**src/rtl/alu_neg_finish.sv**
```systemverilog
// Completes two's-complement negation after the ones'-complement lane copier.
// Adds 1 across the selected byte lanes, one lane per cycle, with a registered carry.
module alu_neg_finish #(
  parameter int LANES  = 4,
  parameter int LANE_W = 8,
  localparam int DATA_W = LANES * LANE_W,
  localparam int IDX_W  = (LANES > 1) ? $clog2(LANES) : 1
) (
  input  logic              clk,
  input  logic              rst_n,
  input  logic              in_valid,
  output logic              in_ready,
  input  logic [DATA_W-1:0] in_data,
  input  logic              in_neg,
  input  logic [LANES-1:0]  in_sel,
  output logic              out_valid,
  input  logic              out_ready,
  output logic [DATA_W-1:0] out_data,
  output logic              out_carry
);

  typedef enum logic [1:0] {
    IDLE,
    BUSY,
    DONE
  } state_t;

  state_t state, state_nxt;

  logic [IDX_W-1:0]  lane;
  logic              carry;
  logic [DATA_W-1:0] data;
  logic [LANES-1:0]  sel;

  logic [LANE_W-1:0] cur;
  logic [LANE_W:0]   sum;
  logic              sel_bit;
  logic              last;
  logic              accept;
  logic              retire;

  always_comb begin
    cur     = data[lane*LANE_W +: LANE_W];
    sum     = {1'b0, cur} + {{LANE_W{1'b0}}, carry};
    sel_bit = sel[lane];
    last    = (lane == IDX_W'(LANES - 1));
  end

  always_comb begin
    state_nxt = state;
    in_ready  = 1'b0;
    out_valid = 1'b0;
    accept    = 1'b0;
    retire    = 1'b0;
    unique case (state)
      IDLE: begin
        in_ready = 1'b1;
        accept   = in_valid;
        if (in_valid) begin
          state_nxt = in_neg ? BUSY : DONE;
        end
      end
      BUSY: begin
        if (last) begin
          state_nxt = DONE;
        end
      end
      DONE: begin
        out_valid = 1'b1;
        retire    = out_ready;
        if (out_ready) begin
          state_nxt = IDLE;
        end
      end
      default: state_nxt = IDLE;
    endcase
  end

  always_ff @(posedge clk or negedge rst_n) begin
    if (!rst_n) begin
      state <= IDLE;
    end else begin
      state <= state_nxt;
    end
  end

  always_ff @(posedge clk or negedge rst_n) begin
    if (!rst_n) begin
      lane      <= '0;
      carry     <= 1'b0;
      data      <= '0;
      sel       <= '0;
      out_carry <= 1'b0;
    end else begin
      if (accept) begin
        data      <= in_data;
        sel       <= in_sel;
        out_carry <= 1'b0;
        lane      <= '0;
        carry     <= in_neg;
      end else if (state == BUSY) begin
        // Unselected lanes are skipped; the carry rides over them untouched.
        if (sel_bit) begin
          data[lane*LANE_W +: LANE_W] <= sum[LANE_W-1:0];
          carry <= sum[LANE_W];
        end
        if (last) begin
          lane      <= '0;
          out_carry <= sel_bit ? sum[LANE_W] : carry;
        end else begin
          lane <= lane + 1'b1;
        end
      end else if (retire) begin
        carry <= 1'b0;
      end
    end
  end

  assign out_data = data;

endmodule

```
**config.mk**
```make
export PLATFORM = sky130hd
export DESIGN_NAME = alu_neg_finish
export DESIGN_NICKNAME = d
export VERILOG_FILES = /design/src/rtl/alu_neg_finish.sv
export SDC_FILE = /design/constraint.sdc
export NUM_CORES = 1
export LEC_CHECK = 0
export ABC_AREA = 1
export BUFFER_PORTS_ARGS = -buffer_cell sky130_fd_sc_hd__buf_2
export CAP_MARGIN = 15
export CORE_AREA = 2 2 129 68
export CTS_BUF_LIST = sky130_fd_sc_hd__clkbuf_16
export DETAILED_ROUTE_END_ITERATION = 10
export DIE_AREA = 0 0 131 70
export PLACE_DENSITY_LB_ADDON = 0.1
export SLEW_MARGIN = 20
export SYNTH_ARGS = -nofsm -noshare
export SYNTH_HDL_FRONTEND = slang
export SYNTH_SLANG_ARGS = --single-unit
```
**constraint.sdc**
```tcl
create_clock -name clk -period 2.1 [get_ports clk]
set_input_delay 0.105 -clock clk [delete_from_list [all_inputs] [get_ports clk]]
set_output_delay 0.105 -clock clk [all_outputs]
set_load 0.03 [all_outputs]
```
======== After elaboration in Yosys (flattened, before gate mapping) ========
Index checks and enable logic that the tools add are counted.
cells by class
  add/subtract/negate cells ............... 3
  $mul .................................... 0
  div/mod/pow operators ................... 0
  $lt $le $gt $ge ......................... 1
  equal/unequal tests ..................... 6
  shift operators ......................... 3
  mux-type cells .......................... 25
  bitwise operators ....................... 0
  reduce and logical (&&, ||, !) cells .... 8
operator list
  operator                   number
  $mux W32                   3
  $neg A5 Y34                1
  $shift A8 B34 Y32 const A  1
  $shiftx A8 B34 Y32         1
  $bwmux W32                 1
  $shiftx A32 B6 Y8          1
  $mux W2                    7
  $mux W1                    12
  $add A8 B1 Y9              1
  $ne A2 B2 Y1 const B       3
  $pmux W2 S3                1
  $reduce_bool A2 Y1         3
  $eq A2 B2 Y1 const B       2
  $reduce_and A2 Y1          2
  $lt A2 B3 Y1 const B       1
  $reduce_and A3 Y1          1
  $reduce_bool A3 Y1         1
  $add A2 B1 Y2 const B      1
  $bmux W1 S2                1
  $eq A2 B1 Y1 const B       1
  $logic_not A2 Y1           1
word-level totals
  flip-flop bits (word level) ............. 42
  bits in latches ......................... 0
  memory bits (writable) .................. 0
  ROM bits ................................ 0
  bits of input ports ..................... 41
  output and inout port bits .............. 35
  memories ................................ 0

======== Logic depth before layout (Yosys ltp) ========
Gate-level depths: netlist (run 1).
  depth in word-level cells ............... 7
  gate-level depth with buffers ........... 15

======== Least setup slack after synthesis (run 1) ========
OpenSTA, ideal clock, no wires.
  path type ............................... flip-flop to flip-flop
  start ................................... register lane[0]
  end ..................................... register data[12] (netlist: out_data[12])
  library setup time ...................... 125 ps
  arrival ................................. 2,089 ps
  required time ........................... 1,975 ps
  setup slack ............................. -114 ps
  cell stages (with the launch flop) ...... 14
  buffers on the path ..................... 3
  clock period less this slack ............ 2,214 ps
  cell sequence ........................... dfrtp_1 -> buf_6 -> buf_12 -> clkbuf_1 -> nor2_1 -> o22ai_1 -> ha_1 -> ha_1 -> nand3_1 -> nor2_1 -> xor2_1 -> nor2_1 -> nand3_1 -> nand3_1
on the way
  longest elaborated chain between the ends .. 7
  elaborated cells on any way between the ends .. 13
  those cells by class .................... add/sub (2); shift (3); mux (6); reduce/logical (2)
ends and longest elaborated chain
  element                        RTL line  text
  start, declared                30        logic [IDX_W-1:0] lane;
  start signal, assigned         111       lane <= lane + 1'b1;
  $shiftx A32 B6 Y8              43        cur = data[lane*LANE_W +: LANE_W];
  $add A8 B1 Y9                  44        sum = {1'b0, cur} + {{LANE_W{1'b0}}, carry};
  $shiftx A8 B34 Y32             104       data[lane*LANE_W +: LANE_W] <= sum[LANE_W-1:0];
  $bwmux W32                     104
  $mux W32                       103       if (sel_bit) begin
  $mux W32                       101       end else if (state == BUSY) begin
  $mux W32                       95        if (accept) begin
  end signal, assigned           96        data <= in_data;
  end signal, assigned by index  104
  end, declared                  32        logic [DATA_W-1:0] data;
Several ways; a longest one is shown, not always the timed one. The select of a mux whose other input is x is not followed.
A chain may end at the register's enable or synchronous reset.

======== Final worst setup path (run 1) ========
  start ................................... register lane[0]
  end ..................................... register data[28] (netlist: out_data[28])
The elaborated chain is that of the path after synthesis.

==> results of run 1 <==
## metal layers
layer | vias up | routed length (um) | track usage
met4 | 0 | 39 | 0.0307
met1 | 1284 | 5250 | 0.378
met5 | - | 0 | 0
met3 | 5 | 908 | 0.0598
li1 | 1332 | - | -
met2 | 108 | 3240 | 0.236
## power by group through the flow
stage	clock network [W]	registers, W	logic [W]
CTS	0.000771	0.00158	0.00361
global placement	0	0.00159	0.00360
finish	0.000757	0.00159	0.00389
floorplan	0	0.00209	0.00188
global route	0.000805	0.00164	0.00423
detailed placement	0	0.00159	0.00359
## repair_timing
action,CTS,global route
resized for setup,1,21
gates cloned,0,1
buffers inserted,0,2
endpoints found under the setup margin,1,21
hold buffers,1,0
pin swaps,0,8
endpoints found under the hold margin,20,0
## worst max-delay path, delay by kind of cell (launching register included)
kind / cells / cell delay, ps
compound gates: 2 / 320
xor+xnor: 1 / 100
fa+ha+maj: 2 / 390
buf+inv: 1 / 80
flops: 1 / 440
simple gates: 5 / 590
## path summary, 6_finish.rpt
| kind | from | end | slack [ps] | cells past startpoint |
|---|---|---|---|---|
| min in group asynchronous | rst_n | sel[3] | 340 | 2 |
| hold / removal | in_sel[2] | sel[2] | 10 | 3 |
| setup / recovery | lane[0] | out_data[28] | 80 | 11 |
| hold reg to reg | sel[1] | sel[1] | 490 | 2 |
| setup reg to reg | lane[0] | out_data[28] | 80 | 11 |
| max in group asynchronous | rst_n | out_data[21] | 1220 | 3 |
## cell usage after synthesis (all sizes together)
cell type / count
nand2: 137
nand3: 47
dfrtp: 42
nor2: 31
inv: 22
a21oi: 13
buf: 11
nand4: 9
o21ai: 9
o211ai: 8
ha: 6
xor2: 3
a31oi: 2
clkbuf: 2
clkinv: 2
nor3: 2
a22oi: 1
nand3b: 1
o22ai: 1
o32ai: 1
or2: 1
## sequential cells by signal (all words and copies together), names as in the netlist
signal,flops
out_data,32
carry,1
out_carry,1
lane,2
sel,4
state,2
## per-stage QoR
step | TNS, ps | hold WS [ps] | util
final | 0 | 11.9 | 0.421
after global routing | -90.6 | 14.1 | 0.421
after CTS | 0 | 9.44 | 0.406
after detailed placement | 0 | 122 | 0.388
after global placement | 0 | 121 | 0.388
after floorplan | 0 | -191 | -
## kinds of logic (layout without fill, tap and decap cells)
| logic type | Yosys count | count (layout) | share of synthesized area |
|---|---|---|---|
| AO/OA/AOI/OAI | 35 | 35 | 0.0793 |
| XOR/XNOR | 3 | 3 | 0.0102 |
| adder cells (fa/ha/maj) | 6 | 6 | 0.0290 |
| buffers and inverters | 37 | 132 | 0.0759 |
| flip-flops | 42 | 42 | 0.406 |
| AND/OR/NAND/NOR | 228 | 228 | 0.399 |
## layout by cell type, fill, tap and decap left out, types with 2 or more instances in the layout
cell type	instances
buf_12	3
inv_2	3
clkbuf_16	6
xor2_1	2
clkinv_2	2
a21oi_2	2
nand3_1	42
nand4_1	9
dfrtp_1	41
nand2_2	11
a21oi_1	11
o211ai_1	8
a31oi_1	2
nor2_1	19
clkinv_1	2
inv_1	19
nor2_4	6
nand2_1	124
nor2_2	6
buf_4	20
o21ai_1	3
nand2_4	2
ha_1	4
nand3_2	4
o21ai_0	6
buf_2	75
## final cells by class
cell class                 instances  area share
tap                              117      0.0421
clock buffer                       5      0.0360
sequential                        42       0.303
timing repair buffer             100       0.179
inverter                          24      0.0277
clock inverter                     3     0.00360
multi-input combinational        272       0.409
==> flow_summary.toml, run 1 <==
[finish]
regArea_um2 = 1050
finalNonFillerCells = 563
final_nets = 492
drive_above_1_share = 0.330
antenna-diode-count = 0
nFillCells = 881
multi_input_area_um2 = 1420
fin_area_um2 = 3480
area_growth_pct = 34.3

[power_and_ir_drop]
p_leak_nw = 1.72
p_int_w = 0.00291
pwr-share-seq = 0.255
max-vdd-ir-drop_mv = 0.467
power_frac_clock = 0.121
combPwrFrac = 0.624
netSwitchingPower_w = 0.00333
power_density_nw_per_um2 = 1790
p_total_w = 0.00623
p_sw_frac = 0.534

[place]
gp_congestion = 0.969
io_buffers = 75
dp.cells = 551
pre_cts_ws_ps = 9.50
hpwl_mm = 7.39
placed_cell_area_um2 = 3200

[detailed_routing]
wirelength_mm = 9.44
vias = 2729
postRouteAntennaNets = 0
drc = 0
via_per_inst = 4.85
drtIter0Drc = 193
wire_per_inst_um = 16.8
dr.pass1.iters = 5

[floorplan]
dieArea_um2 = 9170
dieHeight_um = 70
ios = 76
start_util = 0.313
core_um2 = 8260
row_count = 24
die_x_um = 131

[global_routing]
grt_max_degree = 23
grt_pass1_vias = 2530
grt_usage = 0.212
antenna_found_initial = 0
grt_pass1_wl_mm = 14.5
grt_overflow = 0

[synthesis]
syn_inst = 351
synth-seq-cells = 42
synth_area_leaders = "dfrtp_1 41%, nand2_1 18%, nand3_1 8.5%"
yosysTopAreaCell = "dfrtp_1"
synth_top_cell_area_share = 0.406
synth_seq_area_share = 0.406
synth.avg_cell_area_um2 = 7.37
synth_area_um2 = 2590
yosysWarningCount = 0
syn-num-nets = 398
synth_cell_types = 33

[timing]
fin_crit_ps = 2020
skew_ps = 6.77
grt_setup_unrepaired = "yes"
fmax_mhz = 496
tightest_slew_ps = 647
setup_viol = 0
slew_headroom = 0.569
slew_violations = 0
hold_viol = 0
finalCritPeriodShare = 0.960
finalWorstSetupSlack_ps = 84.6

[cts]
root_buffer = "clkbuf_16"
numCtsBuffers = 5
h-tree-depth = 2
cts.sinks = 42
cts_tree = "built"
clock_latency_ps = 290
clk_pin_slew_ps = 60
clockBufferDepth = 2

[critical_path]
path_cells = "clkinv_4 -> nor2_1 -> o22ai_1 -> ha_2 -> ha_4 -> nand3_4 -> nor2_4 -> xor2_1 -> nor2_2 -> nand3_1 -> a21oi_2"
worst-setup-path-type = "reg2reg"
cp_max_fo = 5
worstPathArrival_ps = 2240
cp_slowest_cell = "dfrtp_2"
cp-start-kind = "flop"
cp-end-kind = "flop"
cpPeakStageDelay_ps = 440
critPathRequiredTime_ps = 2320

[run_status]
outcome = "completed"

[hold_path]
worstHoldPathType = "in2reg"

[flow_run]
drv_cap = 0
(Power assumes the default switching activity.)
==> inputs of run 2 (changes only) <==
CORE_AREA = 2 2 103 85   (was 2 2 129 68)
DIE_AREA = 0 0 105 87   (was 0 0 131 70)
==> run 2 against run 1 <==
Effect of this change:
- sequential power about the same
- worst hold slack improved by 6.7 ps
- worst setup slack improved by 1.0 ps
- critical endpoint is now out_data[26]
==> flow_summary.toml, run 2 (synthesis results as in run 1) <==
[finish]
fin_util = 0.415
area_growth_pct = 31.2
layout_commonest_cell = "nand2_1"
largest_reg_flops = 32
antenna-diode-count = 0
drive_above_1_share = 0.326
nFillCells = 911
most-common-layout-cells = "124 x nand2_1, 75 x buf_2, 42 x nand3_1, 41 x dfrtp_1"
final_nets = 488

[critical_path]
worstPathArrival_ps = 2230
rr_worst_depth = 9
path_cells = "o21ai_0 -> o22ai_1 -> ha_2 -> ha_4 -> xor2_1 -> or2_1 -> nor2_2 -> nand2_1 -> a21oi_2"
cp-start-kind = "flop"
cpPeakStageDelay_ps = 460
worst-setup-path-type = "reg2reg"
cp-end-kind = "flop"
critPathRequiredTime_ps = 2320
cp_max_fo = 4
cp_slowest_cell = "dfrtp_2"

[timing]
grt_setup_unrepaired = "yes"
skew_ps = 6.22
tightest_slew_ps = 635
setup_viol = 0
fmax_mhz = 496
fin_crit_ps = 2010
slew_headroom = 0.577
finalWorstSetupSlack_ps = 85.6
finalCritPeriodShare = 0.959
slew_violations = 0
hold_viol = 0

[place]
hpwl_mm = 6.45
gp_congestion = 0.860
io_buffers = 75
pre_cts_ws_ps = 35.3

[cts]
clock_latency_ps = 280
h-tree-depth = 2
cts_tree = "built"
numCtsBuffers = 5
root_buffer = "clkbuf_16"
clk_pin_slew_ps = 70
clockBufferDepth = 2
cts.sinks = 42

[detailed_routing]
drtIter0Drc = 171
vias = 2624
wirelength_mm = 8.50
postRouteAntennaNets = 0
via_per_inst = 4.74
drc = 0
dr.pass1.iters = 5
wire_per_inst_um = 15.3

[power_and_ir_drop]
p_leak_nw = 1.70
power_density_nw_per_um2 = 1800
max-vdd-ir-drop_mv = 0.716

[global_routing]
grt_overflow = 0
grt_usage = 0.192
antenna_found_initial = 0
grt_max_degree = 43
grt_pass1_wl_mm = 13.7
grt_pass1_vias = 2537

[flow_run]
drv_cap = 0

[floorplan]
die_x_um = 105
ios = 76
row_count = 30
dieHeight_um = 87
core_um2 = 8180
dieArea_um2 = 9140
start_util = 0.316

[hold_path]
hold_depth = 2
worstHoldPathType = "in2reg"

[run_status]
outcome = "completed"
## run 2: report_power, final
group | total [W] | internal (W) | switching [W]
Sequential | 0.00157 | 0.00120 | 0.000365
Combinational | 0.00366 | 0.00120 | 0.00245
Clock | 0.000881 | 0.000557 | 0.000324
Total | 0.00611 | 0.00297 | 0.00314
## run 2: worst paths after layout
path	startpoint	endpoint	slack [ps]
max	lane[0]	out_data[26]	90
min	out_ready	state[1]	20
max reg2reg	lane[0]	out_data[26]	90
min reg2reg	sel[3]	sel[3]	490
max in group asynchronous	rst_n	lane[0]	1250
min in group asynchronous	rst_n	out_data[18]	450
## run 2: critical path: cells and delay by family, from the launching register on
| family | cells | cell delay, ps |
|---|---|---|
| AO/OA/AOI/OAI | 3 | 410 |
| XOR/XNOR | 1 | 180 |
| adder cells (fa/ha/maj) | 2 | 370 |
| flip-flops | 1 | 460 |
| AND/OR/NAND/NOR | 3 | 530 |
## run 2: layout make-up
| cell class | instances | area, um2 | share of cell area |
|---|---|---|---|
| Sequential cell | 42 | 1050 | 0.310 |
| Inverter | 24 | 96.3 | 0.0284 |
| Clock inverter | 3 | 40.0 | 0.0118 |
| Timing Repair Buffer | 96 | 559 | 0.165 |
| Clock buffer | 5 | 125 | 0.0369 |
| Tap cell | 112 | 140 | 0.0413 |
| Multi-Input combinational cell | 272 | 1380 | 0.407 |
## run 2: metal layers
layer,routed length (um),up-vias,track usage
met4,31,0,0.0327
met5,0,-,0
li1,-,1328,-
met3,517,2,0.0337
met2,3450,78,0.273
met1,4500,1216,0.303
## run 2: metrics by stage
stage | hold WS (ps) | instances | cell area, um2 | total power [W] | TNS (ps)
3_3_place_gp | 230 | 542 | 3140 | 0.00507 | 0
6_report | 18.6 | 554 | 3390 | 0.00611 | 0
4_1_cts | 15.9 | 551 | 3320 | 0.00597 | 0
2_1_floorplan | -191 | 351 | 2600 | 0.00397 | 0
5_1_grt | 15.7 | 554 | 3390 | 0.00657 | -17.6
3_5_place_dp | 231 | 542 | 3140 | 0.00506 | 0
## run 2: timing repair
item	in CTS	in global routing
resized for setup	0	18
endpoints found under the hold margin	42	0
setup buffers	0	3
hold buffers	1	0
endpoints found under the setup margin	0	13
==> inputs of run 3 (changes only) <==
ABC_AREA = default   (was 1)
CORE_AREA = 2 2 97 81   (was 2 2 103 85)
DIE_AREA = 0 0 99 83   (was 0 0 105 87)
==> run 3 against run 2 <==
Effect of this change:
- synthesized area is 10% lower
- synthesized cell count fell by 34%
- critical endpoint is now out_data[8]
- non-clock buffer count rose by 16
- worst setup slack got worse by 13 ps
- sequential cell count is the same
- critical path type unchanged
- cell count shrank 22%
- register-to-register slack hardly changed
- sequential power down 4%
- global-route usage hardly changed
==> flow_summary.toml, run 3 <==
[run_status]
outcome = "completed"

[critical_path]
path_cells = "buf_12 -> or3b_4 -> o22ai_4 -> a21oi_1 -> buf_4 -> a221o_1"
critPathRequiredTime_ps = 2260
cp-start-kind = "flop"
critPathTopFamily = "compound AO/OA/AOI/OAI gates"
worstPathArrival_ps = 2190
worst_r2r_endpoint = "out_data[8]"
cpPeakStageDelay_ps = 460
cp-end-kind = "flop"
rr_worst_depth = 6
worst-setup-path-type = "reg2reg"
cp_max_fo = 7
path_buf_inv = 2
cp_slowest_cell = "dfrtp_2"
ff2ff_setup_slack_ps = 70
r2r-start = "lane[0]"

[synthesis]
synth_seq_area_share = 0.451
syn-num-nets = 277
synthTopCellsByCount = "42 x dfrtp_1, 28 x o21ai_0, 25 x nand2_1, 22 x a22oi_1, 12 x inv_1"
synth-seq-cells = 42
yosysTopAreaCell = "dfrtp_1"
ys.flop_type = "dfrtp_1"
yosysMostFrequentCell = "dfrtp_1"
yosysWarningCount = 0
synth.avg_cell_area_um2 = 10.1
synth_area_um2 = 2330
synth_area_leaders = "dfrtp_1 45%, mux4_2 7.7%, a22oi_1 7.1%"
syn_inst = 230
synth_edf_count = 0
synthArstFlopShare = 1.00
synth_cell_types = 44
synth_top_cell_area_share = 0.451

[cts]
numCtsBuffers = 5
clockBufferDepth = 2
h-tree-depth = 2
clock_latency_ps = 280
cts_tree = "built"
clk_pin_slew_ps = 60
cts.sinks = 42
root_buffer = "clkbuf_16"

[floorplan]
dieArea_um2 = 8220
row_count = 28
dieHeight_um = 83
core_um2 = 7180
start_util = 0.324
die_x_um = 99
ios = 76

[detailed_routing]
wire_per_inst_um = 18.1
vias = 2295
postRouteAntennaNets = 0
drtIter0Drc = 154
via_per_inst = 5.34
drc = 0
wirelength_mm = 7.78
dr.pass1.iters = 4

[power_and_ir_drop]
p_leak_nw = 1.54
max-vdd-ir-drop_mv = 0.549
power_density_nw_per_um2 = 1740

[global_routing]
grt_pass1_vias = 2275
antenna_found_initial = 0
grt_usage = 0.192
grt_pass1_wl_mm = 12.3
grt_overflow = 0
grt_max_degree = 25

[finish]
antenna-diode-count = 0
fin_util = 0.456
most-common-layout-cells = "75 x buf_2, 41 x dfrtp_1, 34 x buf_4, 27 x o21ai_0, 25 x nand2_1"
drive_above_1_share = 0.412
area_growth_pct = 40.7
largest_reg_flops = 32
nFillCells = 726
final_nets = 386
layout_commonest_cell = "buf_2"

[hold_path]
hold_path_startpoint = "in_sel[0]"
hold_depth = 3
hold_end = "sel[0]"
worstHoldPathType = "in2reg"

[place]
hpwl_mm = 5.78
gp_congestion = 0.821
io_buffers = 75

[timing]
slew_headroom = 0.618
skew_ps = 3.82
finalCritPeriodShare = 0.965
slew_violations = 0
setup_viol = 0
tightest_slew_ps = 573
whs_ps = 10.5
fmax_mhz = 493
fin_crit_ps = 2030
grt_setup_unrepaired = "yes"
hold_viol = 0

[flow_run]
drv_cap = 0
-- run 3: metal layers --
metal  global-route usage  routed length [um]  vias up
met5                    0                   0        -
met3               0.0404                 458        2
met1                0.293                3910     1127
met2                0.283                3390       80
met4               0.0374                  24        0
li1                     -                   -     1086
-- run 3: timing repair --
item | CTS | global route
hold endpoints to repair | 22 | 0
pin swaps | 0 | 7
resized for setup | 1 | 6
setup endpoints to repair | 1 | 17
hold buffers | 1 | 0
setup buffers | 0 | 4
gates cloned | 0 | 1
-- run 3: power breakdown --
part	total, W	switching [W]	internal (W)
Sequential	0.00151	0.000320	0.00119
Combinational	0.00344	0.00204	0.00140
Clock	0.000734	0.000304	0.000430
-- run 3: worst max path at each step --
stage,endpoint,cells after the start,slack [ps],from
floorplan,out_data[29],6,-10,lane[1]
global placement,out_data[31],6,10,lane[0]
detailed placement,out_data[7],7,-2,lane[0]
CTS,out_data[6],7,40,lane[0]
global route,out_data[7],7,-30,lane[0]
finish,out_data[8],6,70,lane[0]
-- run 3: per-stage QoR --
stage               instances  area, um2  TNS, ps  worst slack, ps  total power, W
floorplan                 230       2370    -10.3            -10.3         0.00364
global placement          417       3060        0             11.8         0.00484
detailed placement        417       3060    -2.22            -2.22         0.00487
CTS                       426       3210        0             35.7         0.00563
global route              430       3280     -129            -28.8         0.00608
finish                    430       3280        0             73.0         0.00569
-- run 3: logic make-up after synthesis --
kind of cell / synth area share
AOI/OAI and AO/OA: 0.231
xor gates and xnor gates: 0.0150
adders and majority gates: 0.0322
buffers and inverters: 0.0408
DFF: 0.451
muxes: 0.0902
and+or+nand+nor: 0.140
-- run 3: final cells by class --
class / instances / area (um2) / share of cell area
Multi-Input combinational cell: 166 / 1240 / 0.380
Sequential cell: 42 / 1050 / 0.321
Timing Repair Buffer: 112 / 686 / 0.209
Clock buffer: 5 / 125 / 0.0382
Tap cell: 90 / 113 / 0.0344
Inverter: 12 / 45.0 / 0.0137
Clock inverter: 3 / 12.5 / 0.00382
-- run 3: worst reg2reg max path, delay by kind of cell (launching register included) --
kind / cells / cell delay, ps
AO/OA/AOI/OAI: 3 / 690
buffers and inverters: 2 / 370
flip-flops: 1 / 460
AND/OR/NAND/NOR: 1 / 400
